--- src/rtl/control_pulse_out.sv ---
// Avalon-MM output port: level control via DATA/SET/CLR plus hardware-timed one-shot pulses.
// Define CONTROL_PULSE_OUT_IRQ_EN to add the IRQEN register and the pulse-done interrupt.
module control_pulse_out #(
  parameter int DATA_WIDTH  = 9,
  parameter int CNT_WIDTH   = 16,
  parameter int WIDTH_RESET = 1
) (
  input  logic                  clk,
  input  logic                  reset_n,
  input  logic [2:0]            address,
  input  logic                  chipselect,
  input  logic                  write_n,
  input  logic [15:0]           writedata,
  output logic [15:0]           readdata,
  output logic [DATA_WIDTH-1:0] out_port,
  output logic                  irq
);

  localparam logic [0:0] IDLE   = 1'b0;
  localparam logic [0:0] ACTIVE = 1'b1;

  localparam logic [2:0] ADDR_DATA   = 3'd0;
  localparam logic [2:0] ADDR_SET    = 3'd1;
  localparam logic [2:0] ADDR_CLR    = 3'd2;
  localparam logic [2:0] ADDR_WIDTH  = 3'd3;
  localparam logic [2:0] ADDR_PULSE  = 3'd4;
  localparam logic [2:0] ADDR_STATUS = 3'd5;

  // Common width covering both the bus and the counter, so CNT_WIDTH may exceed 16.
  localparam int XW = (CNT_WIDTH > 16) ? CNT_WIDTH : 16;
  localparam logic [CNT_WIDTH-1:0] WIDTH_INIT = CNT_WIDTH'(WIDTH_RESET);

  logic [0:0]            state_q, state_d;
  logic [DATA_WIDTH-1:0] data_q, data_d;
  logic [DATA_WIDTH-1:0] pulse_q, pulse_d;
  logic [CNT_WIDTH-1:0]  count_q, count_d;
  logic [CNT_WIDTH-1:0]  width_q, width_d;
  logic                  done_q, done_d;
  logic [15:0]           readdata_q, readdata_d;

  logic                  wr;
  logic                  busy;
  logic                  pulseWr;
  logic                  doneSet;
  logic [DATA_WIDTH-1:0] wdData;
  logic [XW-1:0]         wdExt;
  logic [XW-1:0]         widthExt;
  logic [CNT_WIDTH-1:0]  loadCnt;

  assign wr       = chipselect & ~write_n;
  assign busy     = (state_q == ACTIVE);
  assign wdData   = writedata[DATA_WIDTH-1:0];
  assign wdExt    = XW'(writedata);
  assign widthExt = XW'(width_q);
  assign pulseWr  = wr && (address == ADDR_PULSE) && (wdData != '0);
  // A programmed width of zero still yields a one-cycle pulse.
  assign loadCnt  = (width_q == '0) ? '0 : width_q - CNT_WIDTH'(1);
  assign out_port = data_q | pulse_q;
  assign readdata = readdata_q;

  always_comb begin
    data_d  = data_q;
    width_d = width_q;
    if (wr) begin
      case (address)
        ADDR_DATA:  data_d  = wdData;
        ADDR_SET:   data_d  = data_q | wdData;
        ADDR_CLR:   data_d  = data_q & ~wdData;
        ADDR_WIDTH: width_d = wdExt[CNT_WIDTH-1:0];
        default:    ;
      endcase
    end
  end

  // Pulse engine: a nonzero PULSE write (re)loads the countdown; expiry sets done.
  always_comb begin
    state_d = state_q;
    pulse_d = pulse_q;
    count_d = count_q;
    doneSet = 1'b0;
    case (state_q)
      IDLE: begin
        if (pulseWr) begin
          pulse_d = wdData;
          count_d = loadCnt;
          state_d = ACTIVE;
        end
      end
      default: begin
        if (pulseWr) begin
          pulse_d = pulse_q | wdData;
          count_d = loadCnt;
        end else if (count_q == '0) begin
          pulse_d = '0;
          doneSet = 1'b1;
          state_d = IDLE;
        end else begin
          count_d = count_q - CNT_WIDTH'(1);
        end
      end
    endcase
  end

  // Completion beats a simultaneous STATUS write so the event is never lost.
  always_comb begin
    done_d = done_q;
    if (doneSet) begin
      done_d = 1'b1;
    end else if (wr && (address == ADDR_STATUS)) begin
      done_d = 1'b0;
    end
  end

`ifdef CONTROL_PULSE_OUT_IRQ_EN
  localparam logic [2:0] ADDR_IRQEN = 3'd6;
  logic irqEn_q, irqEn_d;

  assign irqEn_d = (wr && (address == ADDR_IRQEN)) ? writedata[0] : irqEn_q;
  assign irq     = done_q & irqEn_q;

  always_ff @(posedge clk or negedge reset_n) begin
    if (!reset_n) begin
      irqEn_q <= 1'b0;
    end else begin
      irqEn_q <= irqEn_d;
    end
  end
`else
  assign irq = 1'b0;
`endif

  always_comb begin
    readdata_d = '0;
    case (address)
      ADDR_DATA:   readdata_d = 16'(out_port);
      ADDR_WIDTH:  readdata_d = widthExt[15:0];
      ADDR_PULSE:  readdata_d = 16'(pulse_q);
      ADDR_STATUS: readdata_d = {14'b0, done_q, busy};
`ifdef CONTROL_PULSE_OUT_IRQ_EN
      ADDR_IRQEN:  readdata_d = {15'b0, irqEn_q};
`endif
      default:     readdata_d = '0;
    endcase
  end

  always_ff @(posedge clk or negedge reset_n) begin
    if (!reset_n) begin
      state_q    <= IDLE;
      data_q     <= '0;
      pulse_q    <= '0;
      count_q    <= '0;
      width_q    <= WIDTH_INIT;
      done_q     <= 1'b0;
      readdata_q <= '0;
    end else begin
      state_q    <= state_d;
      data_q     <= data_d;
      pulse_q    <= pulse_d;
      count_q    <= count_d;
      width_q    <= width_d;
      done_q     <= done_d;
      readdata_q <= readdata_d;
    end
  end

endmodule

--- config.mk ---
export PLATFORM = sky130hd
export DESIGN_NAME = control_pulse_out
export DESIGN_NICKNAME = d
export VERILOG_FILES = /design/src/rtl/control_pulse_out.sv
export SDC_FILE = /design/constraint.sdc
export NUM_CORES = 1
export LEC_CHECK = 0
export CAP_MARGIN = 10
export CORE_MARGIN = 3
export CORE_UTILIZATION = 45
export CTS_BUF_LIST = sky130_fd_sc_hd__clkbuf_8
export DETAILED_ROUTE_END_ITERATION = 10
export PLACE_DENSITY_LB_ADDON = 0.3
export REMOVE_ABC_BUFFERS = 1
export SLEW_MARGIN = 20
export SYNTH_ARGS = -nofsm -noshare
export SYNTH_HDL_FRONTEND = slang
export SYNTH_SLANG_ARGS = --single-unit
--- constraint.sdc ---
create_clock -name clk -period 2.95 [get_ports clk]
set_input_delay 0.59 -clock clk [delete_from_list [all_inputs] [get_ports clk]]
set_output_delay 0.59 -clock clk [all_outputs]
set_load 0.05 [all_outputs]
Word-level counts from Yosys, hierarchy flattened
Cells that the tools add are included.
- input port bits: 23
- logic and storage cells: 57
- output and inout port bits: 26
- register bits after elaboration: 68
- add/sub/neg operators: 2
- eq/ne operators: 6
- multiplexer cells: 20
- reduce and logical (&&, ||, !) cells: 15
- bitwise operators: 7
- operators by type and width (operator ; number):
    $mux W16 ; 5
    $pmux W16 S4 ; 1
    $mux W9 ; 4
    $logic_not A16 Y1 ; 2
    $sub A16 B1 Y16 const B ; 2
    $or A9 B9 Y9 ; 3
    $pmux W9 S3 ; 1
    $and A9 B9 Y9 ; 1
    $mux W1 ; 9
    $not A9 Y9 ; 1
    $reduce_bool A9 Y1 ; 1
    $reduce_and A2 Y1 ; 4
    $eq A3 B2 Y1 const B ; 2
    $eq A3 B3 Y1 const B ; 2
    $reduce_bool A2 Y1 ; 3
    $eq A3 B1 Y1 const B ; 1
    $logic_and A1 B1 Y1 ; 3
    $logic_not A3 Y1 ; 1
    $reduce_bool A3 Y1 ; 1
    $ne A2 B2 Y1 const B ; 1
    $and A1 B1 Y1 ; 1
    $not A1 Y1 ; 1

Depth between registers and ports, before layout
- word-level depth: 7
- mapped depth: 8
- mapped depth without buffers: 7

Worst setup path after synthesis
No wires, ideal clock.
- kind: reg2reg
- start: register count_q[0]
- end: register count_q[1]
- stages on the path, launching flop included: 9
- period minus slack after synthesis: 2391 ps
- required time: 2874 ps
- buffers on the path: 1
- data arrival time: 2314 ps
- slack: 559 ps
- library setup time: 76 ps
- cells stage by stage: dfrtp_1 inv_1 ha_1 or4b_4 or4b_4 buf_6 o21ai_4 mux2_1 o21ai_1
- longest elaborated chain between the ends: 4
- elaborated cells on any way between the ends: 7
- those cells by class: add/sub: 1; eq/ne: 1; mux: 3; reduce/logical: 2
- RTL lines (item ; RTL line ; text):
    start, declared ; 36 ; logic [CNT_WIDTH-1:0] count_q, count_d;
    start signal, assigned ; 159 ; count_q <= count_d;
    $sub A16 B1 Y16 ; 98 ; count_d = count_q - CNT_WIDTH'(1);
    $mux W16 ; 93 ; end else if (count_q == '0) begin
    $mux W16 ; 90 ; if (pulseWr) begin
    $mux W16 ; 81 ; case (state_q)
Several ways; a longest one is shown, not always the timed one. The select of a mux whose other input is x is not followed.
A chain may end at the register's enable or synchronous reset.

Worst setup path in the final report
Ends and elaborated chain as after synthesis.

==> flow_summary.yaml <==
worst_setup_path:
  path_buf_inv: 1
  cp_cell_sequence: "inv_1 -> ha_1 -> or4b_4 -> or4b_4 -> o21ai_4 -> mux2_1 -> o21ai_1"
  crit_type: "register to register"
  cpPeakStageDelay_ns: 0.59
  worstPathMaxFanout: 6
  crit_path_end_kind: "register"
  worstPathRequired_ns: 3.22
  cpLargestDelayFamily: "simple AND/OR/NAND/NOR gates"
  arrival_ns: 2.75
  cpMaxStageDelayCell: "or4b_4"
  cp_common_cell: "or4b_4"
  worst_setup_path_start_kind: "register"
finish:
  final_common_cell: "dfrtp_1"
  diodes: 0
  fin_util_pct: 57.4
  final_cell_mix: "67 x dfrtp_1, 46 x clkdlybuf4s50_1, 24 x a21oi_1"
  final_area_um2: 4190
  drive_gt1_share_pct: 16.1
  fillers: 671
  nNetsFinal: 405
  area_growth_pct: 23.4
logic_synthesis:
  synth_compound_area_share_pct: 15.6
  synthArstFlopShare_pct: 100
  syn_avg_cell_area_um2: 10.5
  synth-seq-cells: 68
  synthMuxAreaShare_pct: 7.49
  syn-cell-area_um2: 3390
  seq_area_frac_synth_pct: 50.2
  synth_top_family_by_area: "simple AND/OR/NAND/NOR gates"
  ys.flop_type: "dfrtp_1"
  synthSimpleGateAreaFrac_pct: 18.0
  synth_cell_type_count: 51
  synth_cells: 323
  yosysWarnings: 0
  synth_adder_area_share_pct: 1.11
  synth_edf_count: 0
  synthXorXnorAreaFrac_pct: 4.91
global_routing:
  grt_pass1_wl_um: 13200
  grt_antenna_before_repair: 0
  grt_max_degree: 28
  grt_pass1_vias: 2688
  grt_usage_pct: 19.5
  overflow: 0
sta:
  hold_viol: 0
  setup-violations-final: 0
  fmax_mhz: 403
  finalCriticalPeriod_ns: 2.48
  relSlewSlack_pct: 48.8
  tightest_slew_ns: 0.761
  timing.final.crit_share_pct: 84.1
  rsz0062_at_grt: "no"
  setup_tns_ns: 0
  skew_ns: 0.00752
  finalMaxSlewViolations: 0
route:
  first_pass_iters: 4
  drt-wirelength-per-cell_um: 16.3
  route.detailed.drc: 0
  wirelength_um: 7850
  route.vias.total: 2668
  viasPerCell: 5.52
  drt.antenna.violating_nets: 0
  drt_iter0_drc: 125
power:
  fin_total_pwr_w: 0.00308
  power.density_nw_per_um2: 735
  ir_drop_uv: 349
  p_leak_nw: 1.76
die:
  rows: 31
  dieArea_um2: 8620
  io_pins: 49
  initial_core_util_pct: 46.5
  core_um2: 7290
  die_y_um: 92.8
  fp.dieW_um: 92.8
worst_hold_path:
  hold_path.class: "input port to async pin"
clock_tree:
  insertion_delay_ns: 0.34
  numCtsBuffers: 9
  cts_tree: "built"
  h-tree-depth: 3
  cts_resized: 0
  clk_pin_slew_ns: 0.07
  clock_sink_count: 68
  post-cts-setup-buffer-count: 0
  clockRootBuffer: "clkbuf_8"
  clock_path_buffers: 2
  cts_hold_buf: 0
placed_design:
  dp.final_hpwl_um: 5740
  portBuffers: 47
  gp_congestion: 0.792
  postPlaceCellArea_um2: 4000
run:
  max_cap_violations: 0
outcome:
  status: "completed"
==> where the power goes <==
part / switching (W) / internal [W] / total, W
registers: 0.000233 / 0.00116 / 0.00139
logic: 0.000534 / 0.000432 / 0.000966
clock network: 0.000337 / 0.000379 / 0.000717
==> cells in the mapped netlist (4+ instances only) <==
| master | number | area, um2 |
|---|---|---|
| dfrtp_1 | 67 | 1680 |
| a21oi_1 | 24 | 120 |
| o21ai_0 | 23 | 115 |
| a22o_1 | 19 | 166 |
| nand2_1 | 18 | 67.6 |
| mux2_2 | 14 | 158 |
| nor2_1 | 13 | 48.8 |
| xnor2_1 | 13 | 114 |
| nor3_1 | 12 | 60.1 |
| nand3_1 | 10 | 50.1 |
| or2_2 | 10 | 62.6 |
| and2_1 | 8 | 50.1 |
| clkbuf_1 | 7 | 26.3 |
| mux2i_1 | 7 | 70.1 |
| or3_1 | 7 | 43.8 |
| inv_1 | 6 | 22.5 |
| nor4_1 | 6 | 37.5 |
| o22ai_1 | 6 | 37.5 |
| xor2_1 | 6 | 52.6 |
| nand2b_1 | 4 | 25.0 |
==> per-layer routing <==
| metal | up-vias | share of wire [%] | GRT usage, % |
|---|---|---|---|
| met3 | 8 | 4.1 | 4.55 |
| met5 | - | 0 | 0 |
| met4 | 0 | 1.1 | 5.86 |
| met1 | 1308 | 47 | 26.6 |
| li1 | 1284 | - | - |
| met2 | 68 | 48 | 31.1 |
==> metrics by stage <==
stage               hold slack (ns)  worst slack (ns)  cells
detailed placement            0.500             0.350    467
CTS                           0.175             0.451    483
floorplan                     0.294             0.618    311
global route                  0.197             0.339    483
global placement              0.501             0.409    467
finish                        0.174             0.468    483
==> logic make-up (layout without fill, tap and decap cells) <==
group	after synthesis	in the layout
AOI/OAI and AO/OA	83	83
xor gates and xnor gates	19	19
adders and majority gates	3	3
buffers and inverters	19	80
DFF	68	68
muxes	23	23
other	1	1
and+or+nand+nor	107	107
==> worst paths after layout <==
| check | startpoint | slack, ns | cells after the start | to |
|---|---|---|---|---|
| min | reset_n | 0.17 | 1 | readdata[2] |
| max in group asynchronous | reset_n | 2.06 | 2 | widthExt[0] |
| max reg2reg | count_q[0] | 0.47 | 7 | count_q[1] |
| max | count_q[0] | 0.47 | 7 | count_q[1] |
| min reg2reg | pulse_q[8] | 0.52 | 1 | pulse_q[8] |
| min in group clk | pulse_q[8] | 0.52 | 1 | pulse_q[8] |
==> registers in the layout, indices dropped and copies added (netlist names) <==
name	count
count_q	16
readdata	16
pulse_q	9
done_q	1
data_q	9
busy	1
widthExt	16
==> area by class of cell <==
| cell class | count | area (um2) | area share (%) |
|---|---|---|---|
| clock inverter | 7 | 60.1 | 1.43 |
| clock buffer | 9 | 124 | 2.96 |
| multi-input combinational | 236 | 1610 | 38.4 |
| inverter | 7 | 26.3 | 0.628 |
| timing repair buffer | 57 | 541 | 12.9 |
| tap | 99 | 124 | 2.96 |
| sequential | 68 | 1700 | 40.7 |
(Power assumes the default switching activity.)
==> edit 1: new RTL, same flow settings <==
Add a define of `CONTROL_PULSE_OUT_IRQ_EN`.
--- a/src/rtl/control_pulse_out.sv
+++ b/src/rtl/control_pulse_out.sv
@@ -2,2 +2,4 @@
 // Define CONTROL_PULSE_OUT_IRQ_EN to add the IRQEN register and the pulse-done interrupt.
+`define CONTROL_PULSE_OUT_IRQ_EN
+
 module control_pulse_out #(
Function: changed (Yosys sat finds a counterexample within 4 cycles, from zero or initial values and one cycle with reset_n low).
==> edit 1 against the original RTL <==
Synthesized cell count up 11%; synthesized area increased by 8.9%; hold slack gained 130 ps; global-route usage rose by 2.8 points; clock skew decreased by 4.1 ps; first-iteration DRC count increased by 66%; worst setup slack improved by 54 ps; utilization increased by 0.48 points; sequential cell count rose by 1; routed wire length increased by 22%; design area rose by 8.5%; power grew 16%.
==> edit 1: results (changes against the original RTL) <==
global_route:
  grtUsageTotal: 0.2232  # was 0.1953
  use_met2: 0.3529  # was 0.3107
  grt_pass1_wl_um: 15770  # was 13170 um
  grt_pass1_vias: 3135  # was 2688
  grtUsageMet3: 0.04648  # was 0.04549
  grt_max_degree: 38  # was 28
  met1_usage: 0.2970  # was 0.2657
placement:
  place.gp.congestion: 0.9334  # was 0.7917
  port-buffer-count: 48  # was 47
  post-dp-hpwl_um: 6728  # was 5741 um
  placed_area_um2: 4304  # was 3996 um^2
drt:
  m1WireLength_um: 4207  # was 3656 um
  vias: 3170  # was 2668
  wl_met2_um: 4560  # was 3778 um
  route.met3.wl_um: 555  # was 325 um
  first_pass_iters: 5  # was 4
  drt-initial-drc-count: 207  # was 125
  wl_per_cell_um: 18.42  # was 16.25 um
worst_setup_path:
  cpMaxStageDelayCell: "dfrtp_1"  # was or4b_4
  rr_worst_depth: 8  # was 7
  worst_ep_arrival_time_ps: 2660  # was 2750 ps
  r2r-start: "count_q[0]"  # unchanged
  cp_top_family: "simple AND/OR/NAND/NOR gates"  # unchanged
  cpPeakStageDelay_ps: 440  # was 590 ps
  r2r_end: "count_q[6]"  # was count_q[1]
  worstPathMaxFanout: 7  # was 6
  r2r_slack_ps: 520  # was 470 ps
cts:
  htree_levels: 3  # unchanged
  cts_buffer_depth: 2  # unchanged
  path_clk_slew_ps: 70  # about the same
logic_synthesis:
  yosys-top-cells-area: "dfrtp_1, a22o_1, mux2_2"  # unchanged
  synthMuxAreaShare: 0.06777  # was 0.07488
  synth_compound_area_frac: 0.1911  # was 0.1564
  synth_cell_types: 58  # was 51
  yosys.area_share.adder: 0.01017  # was 0.01107
  ys_seq_area_frac: 0.4680  # was 0.5020
  synth_xor_area_frac: 0.03558  # was 0.04906
  yosys-top-cells-count: "dfrtp_1, o21ai_0, nand2_1, a22o_1, nor2_1"  # was dfrtp_1, a21oi_1, o21ai_0, a22o_1, nand2_1
run_status:
  status: "complete, no violations"  # unchanged
layout:
  drive_gt1_frac: 0.1675  # was 0.1615
  num-fill-cells: 672  # was 671
  diodes: 0  # unchanged
  fin_nets: 439  # was 405
sta:
  finClkSkew_ps: 3.414  # was 7.516 ps
  finalHoldWorstSlack_ps: 302.8  # was 173.5 ps
  tightest_slew_ps: 750.1  # was 760.6 ps
power_and_ir_drop:
  irDropWorstVdd_uv: 392.9  # was 349.3 uV
  pg_seq_mw: 1.50  # was 1.39 mW
  power.internal_mw: 2.222  # was 1.972 mW
  power_leakage_nw: 1.885  # was 1.761 nW
  clk-power_mw: 0.895  # was 0.717 mW
==> edit 1: metrics by stage <==
step	std cells	total power, mW	utilization	setup slack, ps
2_1_floorplan	343	2.275	-	841.1
3_3_place_gp	504	2.648	0.5485	358.6
3_5_place_dp	504	2.672	0.5485	346.7
4_1_cts	520	3.576	0.5781	545.6
5_1_grt	520	3.759	0.5788	334.7
6_report	520	3.576	0.5788	521.4
==> edit 1: cell type report <==
class,instances,share of cell area
inverter,11,0.009091
tap,102,0.02810
multi-input combinational,263,0.4055
clock buffer,11,0.03333
clock inverter,5,0.01791
timing repair buffer,59,0.1256
sequential,69,0.3804
==> edit 1: worst max-delay path by stage <==
stage	endpoint	slack, ps	cells after the start
5_1_grt	count_q[6]	330	8
3_3_place_gp	pulse_q[3]	360	7
4_1_cts	count_q[10]	550	8
2_1_floorplan	count_q[6]	840	5
6_report	count_q[6]	520	8
3_5_place_dp	pulse_q[7]	350	7
==> edit 2: new RTL, same flow settings <==
Made on the original files. Remove the register `readdata_q`: a continuous assignment takes its place, so the output `readdata` follows one clock earlier.
--- a/src/rtl/control_pulse_out.sv
+++ b/src/rtl/control_pulse_out.sv
@@ -153,3 +153,2 @@
       done_q     <= 1'b0;
-      readdata_q <= '0;
     end else begin
@@ -161,3 +160,2 @@
       done_q     <= done_d;
-      readdata_q <= readdata_d;
     end
@@ -165,2 +163,4 @@
 
+  assign readdata_q = readdata_d;
+
 endmodule
Behaviour: not the same (Yosys sat finds a counterexample within 4 cycles, from zero or initial values and one cycle with reset_n low).
==> edit 2 against the original RTL <==
Synthesized area fell by 6.9%; power is 4.4% lower; count of clock-buffer cells in the layout shrank 2; routed wire length grew 6.2%; worst setup slack lost 250 ps; design area fell by 2.4%; via count grew 5.7%; sequential cell count fell by 16; critical path type is now in -> out; largest cell class is now multi-input combinational cells.
==> edit 2: results (changes against the original RTL) <==
sta:
  finClkSkew_ps: 3.733  # was 7.516 ps
  period_needed_ps: 2734  # was 2482 ps
  tightest_slew_ps: 596.1  # was 760.6 ps
  finalHoldWorstSlack_ps: 259.1  # was 173.5 ps
worst_setup_path:
  rr_worst_depth: 5  # was 7
  worstPathMaxFanout: 14  # was 6
  r2r-start: "widthExt[4]"  # was count_q[0]
  r2r_slack_ps: 700  # was 470 ps
  worst_ep_arrival_time_ps: 2140  # was 2750 ps
  r2r_end: "count_q[10]"  # was count_q[1]
drt:
  drt-vias-per-instance: 5.839  # was 5.524
  wl_per_cell_um: 17.26  # was 16.25 um
  finalWirelength_um: 8337  # was 7849 um
  drt-initial-drc-count: 184  # was 125
layout:
  drive_gt1_frac: 0.2051  # was 0.1615
  fin_nets: 415  # was 405
  num-fill-cells: 537  # was 671
placement:
  post-dp-hpwl_um: 6334  # was 5741 um
  port-buffer-count: 47  # unchanged
  placed_area_um2: 3959  # was 3996 um^2
  place.gp.congestion: 0.9480  # was 0.7917
  pre_cts_ws_ps: 167.0  # was 349.6 ps
cts:
  htree_levels: 2  # was 3
  cts-buffers-inserted: 5  # was 9
  insertion_delay_ps: 310  # was 340 ps
  path_clk_slew_ps: 90  # was 70 ps
  post_cts_buffers: 0  # unchanged
global_route:
  grt_pass1_wl_um: 14270  # was 13170 um
  grt_max_degree: 24  # was 28
  grt_pass1_vias: 2919  # was 2688
  grtUsageTotal: 0.2144  # was 0.1953
logic_synthesis:
  syn_area_per_cell_um2: 9.545  # was 10.50 um^2
  yosys-top-cells-area: "dfrtp_1, a22o_1, mux2_2"  # unchanged
  yosys-top-cells-count: "dfrtp_1, nand2_1, o21ai_0, a21oi_1, a22o_1"  # was dfrtp_1, a21oi_1, o21ai_0, a22o_1, nand2_1
  synth_cell_types: 55  # was 51
  synth_ff_type: "dfrtp_1"  # unchanged
  ys_seq_area_frac: 0.4123  # was 0.5020
power_and_ir_drop:
  irDropWorstVdd_uv: 404.5  # was 349.3 uV
  p_sw_mw: 1.151  # was 1.104 mW
  power_leakage_nw: 1.701  # was 1.761 nW
run_status:
  status: "complete, no violations"  # unchanged
==> edit 2: changes by cell type after synthesis, sizes merged, moves of 5 or more <==
cell and delta:
dfrtp -16, nand2 +8, nand3 -7, inv +6
buf +5
==> edit 2: worst max-delay path by stage <==
stage,to,depth (start not counted),start
after global routing,readdata[7],7,address[0]
final,readdata[7],7,address[0]
after floorplan,readdata[0],4,address[2]
after detailed placement,count_q[10],7,writedata[6]
after CTS,readdata[7],5,address[0]
after global placement,pulse_q[6],7,writedata[6]
==> edit 2: kinds of logic after synthesis <==
kind of cell / Yosys count / synth area share
adders and majority gates: 3 / 0.01188
AOI/OAI and AO/OA: 96 / 0.2067
DFF: 52 / 0.4123
buffers and inverters: 28 / 0.04356
xor gates and xnor gates: 14 / 0.03881
and+or+nand+nor: 119 / 0.2230
muxes: 18 / 0.06257
other: 1 / 0.001187
==> edit 2: cell type report <==
type	count	area, um^2	share of cell area
flip-flops and latches	52	1303	0.3188
multi-input cells	251	1719	0.4208
inverters	12	45.04	0.01103
well taps	93	116.4	0.02848
repair buffers	67	775.7	0.1899
clock buffers	7	96.34	0.02358
clock inverters	1	30.03	0.007351
==> edit 2: power groups by stage <==
stage | logic [mW] | registers [mW] | clock network, mW
3_5_place_dp | 1.19 | 1.21 | 0
3_3_place_gp | 1.18 | 1.20 | 0
5_1_grt | 1.30 | 1.24 | 0.578
4_1_cts | 1.20 | 1.19 | 0.551
2_1_floorplan | 0.831 | 1.13 | 0
6_report | 1.20 | 1.20 | 0.539
==> edit 2: layer usage <==
layer	routed length (um)	share of wire	global-route usage
met5	0	0	0
met4	133	0.016	0.06769
met3	468	0.056	0.04674
met2	3947	0.47	0.3427
met1	3788	0.45	0.2914
==> edit 2: worst max-delay path: stages <==
cell and delay (ps):
clkdlybuf4s50_1 580, nand2_1 130, nor2_1 160, buf_4 220
nand2_1 80, o21ai_0 180, buf_12 190
